### src/rtl/seh_or_pkg.sv
// seh_or_pkg
//   Shared helpers for the pipelined OR-reduction tree.
//   - clog2 / idx_width  : index width derivation (minimum 1 bit)
//   - ceil_div           : integer ceiling divide
//   - num_stages         : number of registered OR levels, minimum 1
//   - stage_nodes        : node count of a given stage
//   - stage_offset       : position of a stage inside the flattened node buses
//   - or_bundle_t        : {valid, x, idx} result bundle (idx sized for WIDTH=256)
package seh_or_pkg;

   localparam int MAX_IDXW = 8;

   typedef struct packed {
      logic                valid;
      logic                x;
      logic [MAX_IDXW-1:0] idx;
   } or_bundle_t;

   function automatic int clog2(input int v);
      int r;
      r = 0;
      while ((1 << r) < v) r++;
      return r;
   endfunction

   function automatic int idx_width(input int width);
      return (clog2(width) < 1) ? 1 : clog2(width);
   endfunction

   function automatic int ceil_div(input int a, input int b);
      return (a + b - 1) / b;
   endfunction

   // Levels needed to collapse width inputs into one node; at least one
   // level always exists so a narrow input still gets a registered node.
   function automatic int num_stages(input int width, input int fanin);
      int n;
      int l;
      n = width;
      l = 0;
      do begin
         n = ceil_div(n, fanin);
         l++;
      end while (n > 1);
      return l;
   endfunction

   // Number of nodes produced by stage s (stage 0 reads the raw inputs).
   function automatic int stage_nodes(input int width, input int fanin, input int s);
      int n;
      n = width;
      for (int i = 0; i <= s; i++) n = ceil_div(n, fanin);
      return n;
   endfunction

   // First node position of stage s in the flattened per-node buses.
   function automatic int stage_offset(input int width, input int fanin, input int s);
      int off;
      off = 0;
      for (int i = 0; i < s; i++) off += stage_nodes(width, fanin, i);
      return off;
   endfunction

endpackage

### src/rtl/seh_or_node.sv
// seh_or_node
//   One registered FANIN-input OR node with a lowest-set-input index encoder.
//   Ports:
//     clk_i, rst_i : clock, asynchronous active-high reset
//     x_i          : child OR results (unused children tied to 0 by the parent)
//     idx_i        : child indices, FANIN packed fields of IDXW bits
//     x_o, idx_o   : registered OR and index of the lowest set child
//     x_d_o,idx_d_o: the same values one cycle early (next-state taps), used
//                    by the top to fold the final result into the sticky
//                    accumulator on the same edge the last stage registers
module seh_or_node #(
   parameter int FANIN = 4,
   parameter int IDXW  = 4
) (
   input  logic                  clk_i,
   input  logic                  rst_i,
   input  logic [FANIN-1:0]      x_i,
   input  logic [FANIN*IDXW-1:0] idx_i,
   output logic                  x_o,
   output logic [IDXW-1:0]       idx_o,
   output logic                  x_d_o,
   output logic [IDXW-1:0]       idx_d_o
);

   logic            x_d, x_q;
   logic [IDXW-1:0] idx_d, idx_q;

   // Scan from the top child down so the lowest set child is assigned last.
   always_comb begin
      x_d   = |x_i;
      idx_d = '0;
      for (int j = FANIN - 1; j >= 0; j--) begin
         if (x_i[j]) idx_d = idx_i[j*IDXW +: IDXW];
      end
   end

   always_ff @(posedge clk_i or posedge rst_i) begin
      if (rst_i) begin
         x_q   <= 1'b0;
         idx_q <= '0;
      end else begin
         x_q   <= x_d;
         idx_q <= idx_d;
      end
   end

   assign x_o     = x_q;
   assign idx_o   = idx_q;
   assign x_d_o   = x_d;
   assign idx_d_o = idx_d;

endmodule

### src/rtl/seh_or_tree_pipe.sv
// seh_or_tree_pipe
//   Pipelined, masked WIDTH-input OR reduction with lowest-set-bit index and
//   optional sticky accumulation. Latency in_valid -> out_valid is L cycles,
//   L = number of FANIN-wide OR levels. No backpressure.
//   Ports:
//     clk, rst          : clock, asynchronous active-high reset
//     in_valid          : sample qualifier
//     in_data, in_mask  : bits to reduce; mask 0 forces a bit to 0
//     clr               : sticky clear (ignored when STICKY=0)
//     out_valid         : one pulse per sample, L cycles after in_valid
//     out_x, out_idx    : OR result / lowest set index (accumulated if STICKY)
//     out_any_since_clr : accumulator level in sticky mode, else 0
//   Handshake: in_valid=1 on a rising edge accepts a sample unconditionally;
//   out_valid=1 marks the cycle that sample's result is presented.
module seh_or_tree_pipe
   import seh_or_pkg::*;
#(
   parameter int WIDTH  = 16,
   parameter int FANIN  = 4,
   parameter int STICKY = 0,
   // Derived from WIDTH; leave at its default.
   parameter int IDXW   = idx_width(WIDTH)
) (
   input  logic             clk,
   input  logic             rst,
   input  logic             in_valid,
   input  logic [WIDTH-1:0] in_data,
   input  logic [WIDTH-1:0] in_mask,
   input  logic             clr,
   output logic             out_valid,
   output logic             out_x,
   output logic [IDXW-1:0]  out_idx,
   output logic             out_any_since_clr
);

   localparam int L   = num_stages(WIDTH, FANIN);
   localparam int TOT = stage_offset(WIDTH, FANIN, L);

   // Flattened per-node results for every stage; the last entry is the root.
   logic [TOT-1:0]      x_all;
   logic [TOT*IDXW-1:0] idx_all;
   logic [TOT-1:0]      tap_x;
   logic [TOT*IDXW-1:0] tap_idx;

   // Valid shift register; vld_chain[i] is the valid entering stage i.
   logic [L-1:0] vld_q;
   logic [L:0]   vld_chain;

   assign vld_chain = {vld_q, in_valid};

   always_ff @(posedge clk or posedge rst) begin
      if (rst) vld_q <= '0;
      else     vld_q <= vld_chain[L-1:0];
   end

   for (genvar s = 0; s < L; s++) begin : g_stg
      localparam int NIN  = (s == 0) ? WIDTH : stage_nodes(WIDTH, FANIN, s - 1);
      localparam int NOUT = stage_nodes(WIDTH, FANIN, s);
      localparam int OFF  = stage_offset(WIDTH, FANIN, s);

      logic [NIN-1:0]      cx;
      logic [NIN*IDXW-1:0] cidx;

      if (s == 0) begin : g_src
         assign cx = in_data & in_mask;
         // Leaf indices are the bit positions themselves.
         for (genvar b = 0; b < NIN; b++) begin : g_leaf
            assign cidx[b*IDXW +: IDXW] = IDXW'(b);
         end
      end else begin : g_prev
         localparam int POFF = stage_offset(WIDTH, FANIN, s - 1);
         assign cx   = x_all[POFF +: NIN];
         assign cidx = idx_all[POFF*IDXW +: NIN*IDXW];
      end

      for (genvar n = 0; n < NOUT; n++) begin : g_node
         logic [FANIN-1:0]      nx;
         logic [FANIN*IDXW-1:0] nidx;

         // Children past the end of a partial last group read as 0.
         for (genvar j = 0; j < FANIN; j++) begin : g_in
            if (n * FANIN + j < NIN) begin : g_real
               assign nx[j]                 = cx[n*FANIN + j];
               assign nidx[j*IDXW +: IDXW]  = cidx[(n*FANIN + j)*IDXW +: IDXW];
            end else begin : g_pad
               assign nx[j]                 = 1'b0;
               assign nidx[j*IDXW +: IDXW]  = '0;
            end
         end

         seh_or_node #(
            .FANIN (FANIN),
            .IDXW  (IDXW)
         ) u_node (
            .clk_i   (clk),
            .rst_i   (rst),
            .x_i     (nx),
            .idx_i   (nidx),
            .x_o     (x_all[OFF + n]),
            .idx_o   (idx_all[(OFF + n)*IDXW +: IDXW]),
            .x_d_o   (tap_x[OFF + n]),
            .idx_d_o (tap_idx[(OFF + n)*IDXW +: IDXW])
         );
      end
   end

   assign out_valid = vld_q[L-1];

   if (STICKY != 0) begin : g_sticky
      logic            acc_q, acc_d;
      logic [IDXW-1:0] idx_hold_q, idx_hold_d;
      logic            hit;

      // The accumulator is fed from the root node's next-state taps so the
      // folded result becomes visible on the same edge as out_valid.
      always_comb begin
         hit        = vld_chain[L-1] & tap_x[TOT-1];
         acc_d      = (clr ? 1'b0 : acc_q) | hit;
         idx_hold_d = idx_hold_q;
         // Index is captured only when the accumulator is (re)armed; a clear
         // in the same cycle as a hit lets the new index win.
         if (hit && (clr || !acc_q)) idx_hold_d = tap_idx[(TOT-1)*IDXW +: IDXW];
         else if (clr)               idx_hold_d = '0;
      end

      always_ff @(posedge clk or posedge rst) begin
         if (rst) begin
            acc_q      <= 1'b0;
            idx_hold_q <= '0;
         end else begin
            acc_q      <= acc_d;
            idx_hold_q <= idx_hold_d;
         end
      end

      assign out_x             = acc_q;
      assign out_idx           = idx_hold_q;
      assign out_any_since_clr = acc_q;
   end else begin : g_pass
      assign out_x             = vld_q[L-1] & x_all[TOT-1];
      assign out_idx           = vld_q[L-1] ? idx_all[(TOT-1)*IDXW +: IDXW] : '0;
      assign out_any_since_clr = 1'b0;
   end

   // Signals only consumed by one of the two output modes.
   logic unused_sink;
   assign unused_sink = ^{tap_x, tap_idx, clr, x_all, idx_all, vld_chain};

endmodule

### config.mk
export PLATFORM = sky130hd
export DESIGN_NAME = seh_or_tree_pipe
export DESIGN_NICKNAME = d
export VERILOG_FILES = /design/src/rtl/seh_or_pkg.sv /design/src/rtl/seh_or_node.sv /design/src/rtl/seh_or_tree_pipe.sv
export SDC_FILE = /design/constraint.sdc
export NUM_CORES = 1
export LEC_CHECK = 0
export BUFFER_PORTS_ARGS = -buffer_cell sky130_fd_sc_hd__buf_2
export CAP_MARGIN = 20
export CORE_ASPECT_RATIO = 1.25
export CORE_MARGIN = 1.5
export CORE_UTILIZATION = 50
export DETAILED_ROUTE_END_ITERATION = 10
export PLACE_DENSITY_LB_ADDON = 0.25
export SYNTH_ARGS = -nofsm -noshare
export SYNTH_HDL_FRONTEND = slang
export SYNTH_HIERARCHICAL = 1
export SYNTH_SLANG_ARGS = --single-unit
### constraint.sdc
create_clock -name clk -period 2.35 [get_ports clk]
set_clock_uncertainty 0.1 [all_clocks]
set_input_delay 0.235 -clock clk [delete_from_list [all_inputs] [get_ports clk]]
set_output_delay 0.235 -clock clk [all_outputs]
set_load 0.05 [all_outputs]
==> results.txt, run 1 <==
largest family of logic cells by synthesized area: simple AND/OR/NAND/NOR gates
CP Cell Sequence: and2_1 > buf_2
post-layout util: 72.6%
switching power: 283 uW
Max Transition Viols Final: 0
Vias/cell: 4.43
layout cells sized above 1: 16.0%
outcome: complete, no violations
Fillers: 243
Post-Synthesis Cells: 167
Fin. Hold Viols: 0
Netlist cell types: 13
worst setup path start: vld_q[1]
port buffer count: 40
TritonCTS Buffers: 3
Arrival @ worst endpoint: 1.14 ns
r2r endpoint: g_stg[1].g_node[0].u_node/idx_o[2]
Required @ worst endpoint: 2.02 ns
total negative setup slack: 0 ns
ANT cells: 0
Worst Hold Path EP: g_stg[0].g_node[2].u_node/x_o
commonest non-fill, non-tap cell in the layout: conb_1
syn avg cell area: 8.77 um^2
Die Wd: 51.4 um
Final setup viols: 0
Hold Path Class: in2reg
first-pass iteration count of the detailed router: 4
post-CTS setup buffers: 0
HPWL Detailed: 2420 um
DR DRC count: 0
FMAX: 677 MHz
Final #Nets: 312
clock slew at reported path FFs: 0.14 ns
slowest CP cell: dfrtp_1
Startpoint Class: flop
Min Hold Slack: 0.222 ns
pwr dens: 480 nW/um^2
IO Pins: 43
Worst R2R Setup Slack: 1.20 ns
CORE AREA: 2730 um^2
Worst VDD drop: 0.000316 V
most frequent cells in the layout: 65 x conb_1, 40 x buf_2, 27 x dfrtp_1, 25 x nand2_1, 21 x and2_1
vias in the first global route: 1,251
global route total overflow: 0
crit-path max FO: 6
RePlAce Congestion: 0.775
worst hold start: in_mask[9]
Synth Area in Adders: 0%
clk sinks: 27
period utilisation layout: 62.8%
YS warnings: 6
max incr delay on CP: 0.43 ns
largest net degree at the start of global routing: 16
Yosys reg bits: 27
die height: 63.5 um
wire per inst: 9.05 um
Simple-Gate Fraction of Synth Area: 33.3%
Sequential Power Share: 56.3%
RSZ-0062 raised after global routing: false
register area share after synthesis: 46.2%
clock share of power: 19.8%
max_cap viols: 0
Vias: 1,370
Bufs on Longest Clock Path: 2
Mapped Area: 1460 um^2
CTS tree: yes
post-layout min period: 1.48 ns
WHS Path Cells: 4
P_int: 668 uW
mux cell area share after synthesis: 0%
drt total wl: 2800 um
starting utilization of the core area: 53.6%
P_leak: 0.977 nW
row count: 21
clock latency on the worst-skew pair: 0.31 ns
Layout area overhead: 35.5%
DRT antenna net count: 0
die area: 3260 um^2
CP Class: reg2out
kind of end point of the critical path: output pin
worst r2r path cells: 3
Synth Area in XOR/XNOR: 0%
Gate power share: 23.9%
Compound-Gate Fraction of Synth Area: 16.7%
switching part of the total: 29.8%
RR Startpoint: g_stg[0].g_node[0].u_node/x_o
Iter 0 DRT Violations: 12
initial antenna violation count: 0
first-pass GRT wire length: 4790 um
GRT Overall Usage: 19.2%
H-tree depth: 1
clk root buf: clkbuf_4
cell usage after synthesis:
cell type	n	area [um^2]
nand2b_1	5	31.3
nand2_1	25	93.8
o21ai_0	5	25.0
o22ai_1	15	93.8
nor2_1	10	37.5
or3b_1	5	43.8
nand3b_1	20	150
conb_1	2	7.51
inv_1	11	41.3
and2_1	21	131
a31oi_1	20	125
buf_4	1	7.51
dfrtp_1	27	676
layout make-up:
type | instances | area, um^2 | area share, %
flip-flops and latches | 27 | 676 | 34.1
well taps | 34 | 42.5 | 2.15
clock buffers | 3 | 22.5 | 1.14
repair buffers | 42 | 220 | 11.1
inverters | 11 | 41.3 | 2.08
clock inverters | 1 | 5.00 | 0.252
multi-input cells | 191 | 976 | 49.2
state kept, by name, indices dropped and copies added, names as in the netlist:
register                   cells
g_stg.g_node.u_node/idx_o     20
vld_q                          2
g_stg.g_node.u_node/x_o        5
per-layer routing:
layer | track usage (%) | part of all wire (%) | vias to the layer above
met3 | 2.13 | 2.7 | 2
met1 | 19.7 | 41 | 602
met2 | 38.3 | 56 | 26
met4 | 5.92 | 0.61 | 0
met5 | 0 | 0 | -
li1 | - | - | 740
stage by stage:
stage          std cells  area, um^2  power (mW)  setup WS [ns]
5_1_grt              309        1980        1.02          0.795
3_5_place_dp         303        1940       0.770           1.11
2_1_floorplan        230        1700       0.704          0.870
3_3_place_gp         303        1940       0.760           1.12
6_report             309        1980       0.952          0.873
4_1_cts              309        1980       0.957          0.865
critical path, delay by kind of cell (launching register included):
kind	cells	cell delay, ns
AND/OR/NAND/NOR	1	0.14
buffers and inverters	1	0.25
flip-flops	1	0.43
logic make-up (layout without fill, tap and decap cells):
logic type | count (synthesis) | after routing
compound gates | 40 | 40
buf+inv | 12 | 57
flops | 27 | 27
other cells | 2 | 65
simple gates | 86 | 86
power groups by stage:
stage                     Clock, mW  Sequential (mW)  Combinational, mW
after CTS                     0.194            0.537              0.226
after global routing          0.220            0.542              0.259
after detailed placement          0            0.547              0.223
after global placement            0            0.543              0.217
after floorplan                   0            0.540              0.165
final                         0.188            0.536              0.227
what timing repair did:
item | CTS | global route
hold buffers | 2 | 0
resized for setup | 0 | 0
setup endpoints to repair | 0 | 0
hold endpoints to repair | 28 | 0
worst max path at each step:
stage | cells after the start | slack (ns) | end
after global routing | 2 | 0.80 | out_idx[3]
after global placement | 5 | 1.12 | g_stg[0].g_node[0].u_node/idx_o[2]
final | 2 | 0.87 | out_idx[3]
after detailed placement | 5 | 1.11 | g_stg[0].g_node[0].u_node/idx_o[2]
after floorplan | 1 | 0.87 | out_idx[0]
after CTS | 2 | 0.86 | out_idx[3]
No activity file was read; power rests on OpenSTA's default activity.
==> run 2, diff against run 1 <==
CORE_UTILIZATION = 46   (was 50)
clock period = 1.3 ns   (was 2.35 ns; I/O delays follow)
==> run 2 against run 1 <==
  * The flow now finishes with violations (negative setup slack)
  * Sequential cell count is the same
  * Total power grew 86%
  * Hold slack lost 0.13 ns
  * Critical path type unchanged
==> results.txt, run 2 (synthesized netlist as in run 1, its figures left out) <==
first-pass GRT wire length: 4340 um
DR DRC count: 0
FMAX: 760 MHz
period utilisation layout: 101%
CORE AREA: 2970 um^2
Hold Path Class: in2reg
worst setup margin: -0.0157 ns
Worst VDD drop: 0.000618 V
Arrival @ worst endpoint: 1.09 ns
layout cells sized above 1: 18.2%
failing checks: negative setup slack
initial antenna violation count: 0
post-layout min period: 1.32 ns
Required @ worst endpoint: 1.07 ns
max_cap viols: 0
outcome: finished with violations
ANT cells: 0
global route total overflow: 0
clk root buf: clkbuf_4
RePlAce Congestion: 0.773
starting utilization of the core area: 49.2%
H-tree depth: 1
row count: 22
HPWL Detailed: 2180 um
commonest non-fill, non-tap cell in the layout: conb_1
slowest CP cell: dfrtp_2
Max Transition Viols Final: 0
die height: 66.1 um
CTS tree: yes
Layout area overhead: 40.0%
clk sinks: 27
post-CTS setup buffers: 0
TritonCTS Buffers: 3
clock slew at reported path FFs: 0.13 ns
Startpoint Class: flop
Iter 0 DRT Violations: 25
Bufs on Longest Clock Path: 2
kind of end point of the critical path: output pin
GRT Overall Usage: 16.4%
total negative setup slack: -0.0686 ns
Die Wd: 53.5 um
Vias: 1,360
largest net degree at the start of global routing: 16
IO Pins: 43
P_leak: 1.00 nW
clock latency on the worst-skew pair: 0.32 ns
first-pass iteration count of the detailed router: 4
CP Class: reg2out
port buffer count: 40
RSZ-0062 raised after global routing: true
dpl ws: 0.156 ns
Final #Nets: 312
DRT antenna net count: 0
max incr delay on CP: 0.47 ns
crit-path max FO: 6
wire per inst: 8.61 um
vias in the first global route: 1,193
Vias/cell: 4.37
Fin. Hold Viols: 0
drt total wl: 2680 um
die area: 3530 um^2
Final setup viols: 5
pwr dens: 864 nW/um^2
CP Cell Sequence: and2_4 > buf_8
number of flip-flops in the largest register: 20
most frequent cells in the layout: 65 x conb_1, 35 x buf_2, 26 x dfrtp_1, 25 x nand2_1
[run 2: layout make-up]
| cell class | instances | area, um^2 |
|---|---|---|
| clock buffers | 3 | 22.5 |
| clock inverters | 1 | 5.00 |
| fillers | 254 | 923 |
| inverters | 11 | 41.3 |
| multi-input cells | 191 | 988 |
| flip-flops and latches | 27 | 677 |
| well taps | 36 | 45.0 |
| repair buffers | 42 | 270 |
[run 2: worst paths after layout]
check	start	endpoint	depth (start not counted)	slack (ns)
setup reg to reg	g_stg[0].g_node[0].u_node/x_o	g_stg[1].g_node[0].u_node/idx_o[2]	3	0.19
max in group asynchronous	rst	g_stg[0].g_node[1].u_node/idx_o[1]	3	0.73
hold / removal	in_mask[9]	g_stg[0].g_node[2].u_node/x_o	4	0.1
min in group asynchronous	rst	vld_q[1]	3	0.15
setup / recovery	vld_q[1]	out_idx[2]	2	-0.02
hold reg to reg	vld_q[0]	vld_q[1]	0	0.28
[run 2: timing repair]
| action | CTS | global route |
|---|---|---|
| hold buffers | 2 | 0 |
| endpoints found under the hold margin | 28 | 0 |
| setup endpoints to repair | 5 | 6 |
| gates resized for setup | 20 | 1 |
[run 2: power by group]
| part | internal (mW) | switching, mW |
|---|---|---|
| clock | 0.115 | 0.226 |
| combinational | 0.208 | 0.250 |
| sequential | 0.930 | 0.0414 |
| total | 1.25 | 0.518 |
[run 2: stage by stage]
| step | hold WS [ns] | cell area, um^2 | cells | total power, mW | util, % |
|---|---|---|---|---|---|
| after floorplan | -0.229 | 1710 | 230 | 1.28 | - |
| after global placement | -0.0520 | 1940 | 305 | 1.38 | 65.4 |
| after detailed placement | -0.0471 | 1940 | 305 | 1.39 | 65.4 |
| after CTS | 0.0921 | 2050 | 311 | 1.78 | 68.9 |
| after global routing | 0.124 | 2050 | 311 | 1.89 | 68.9 |
| final | 0.0961 | 2050 | 311 | 1.77 | 68.9 |
[run 2: per-layer routing]
layer | up-vias | global-route usage [%] | wire, um
met3 | 2 | 1.36 | 86
li1 | 746 | - | -
met5 | - | 0 | 0
met1 | 584 | 16.7 | 1130
met4 | 0 | 4.81 | 28
met2 | 28 | 33.3 | 1430
[run 2: worst max-delay path, delay by kind of cell (launching register included)]
kind	cells	cell delay [ns]
buffers and inverters	1	0.14
flip-flops	1	0.47
AND/OR/NAND/NOR	1	0.16
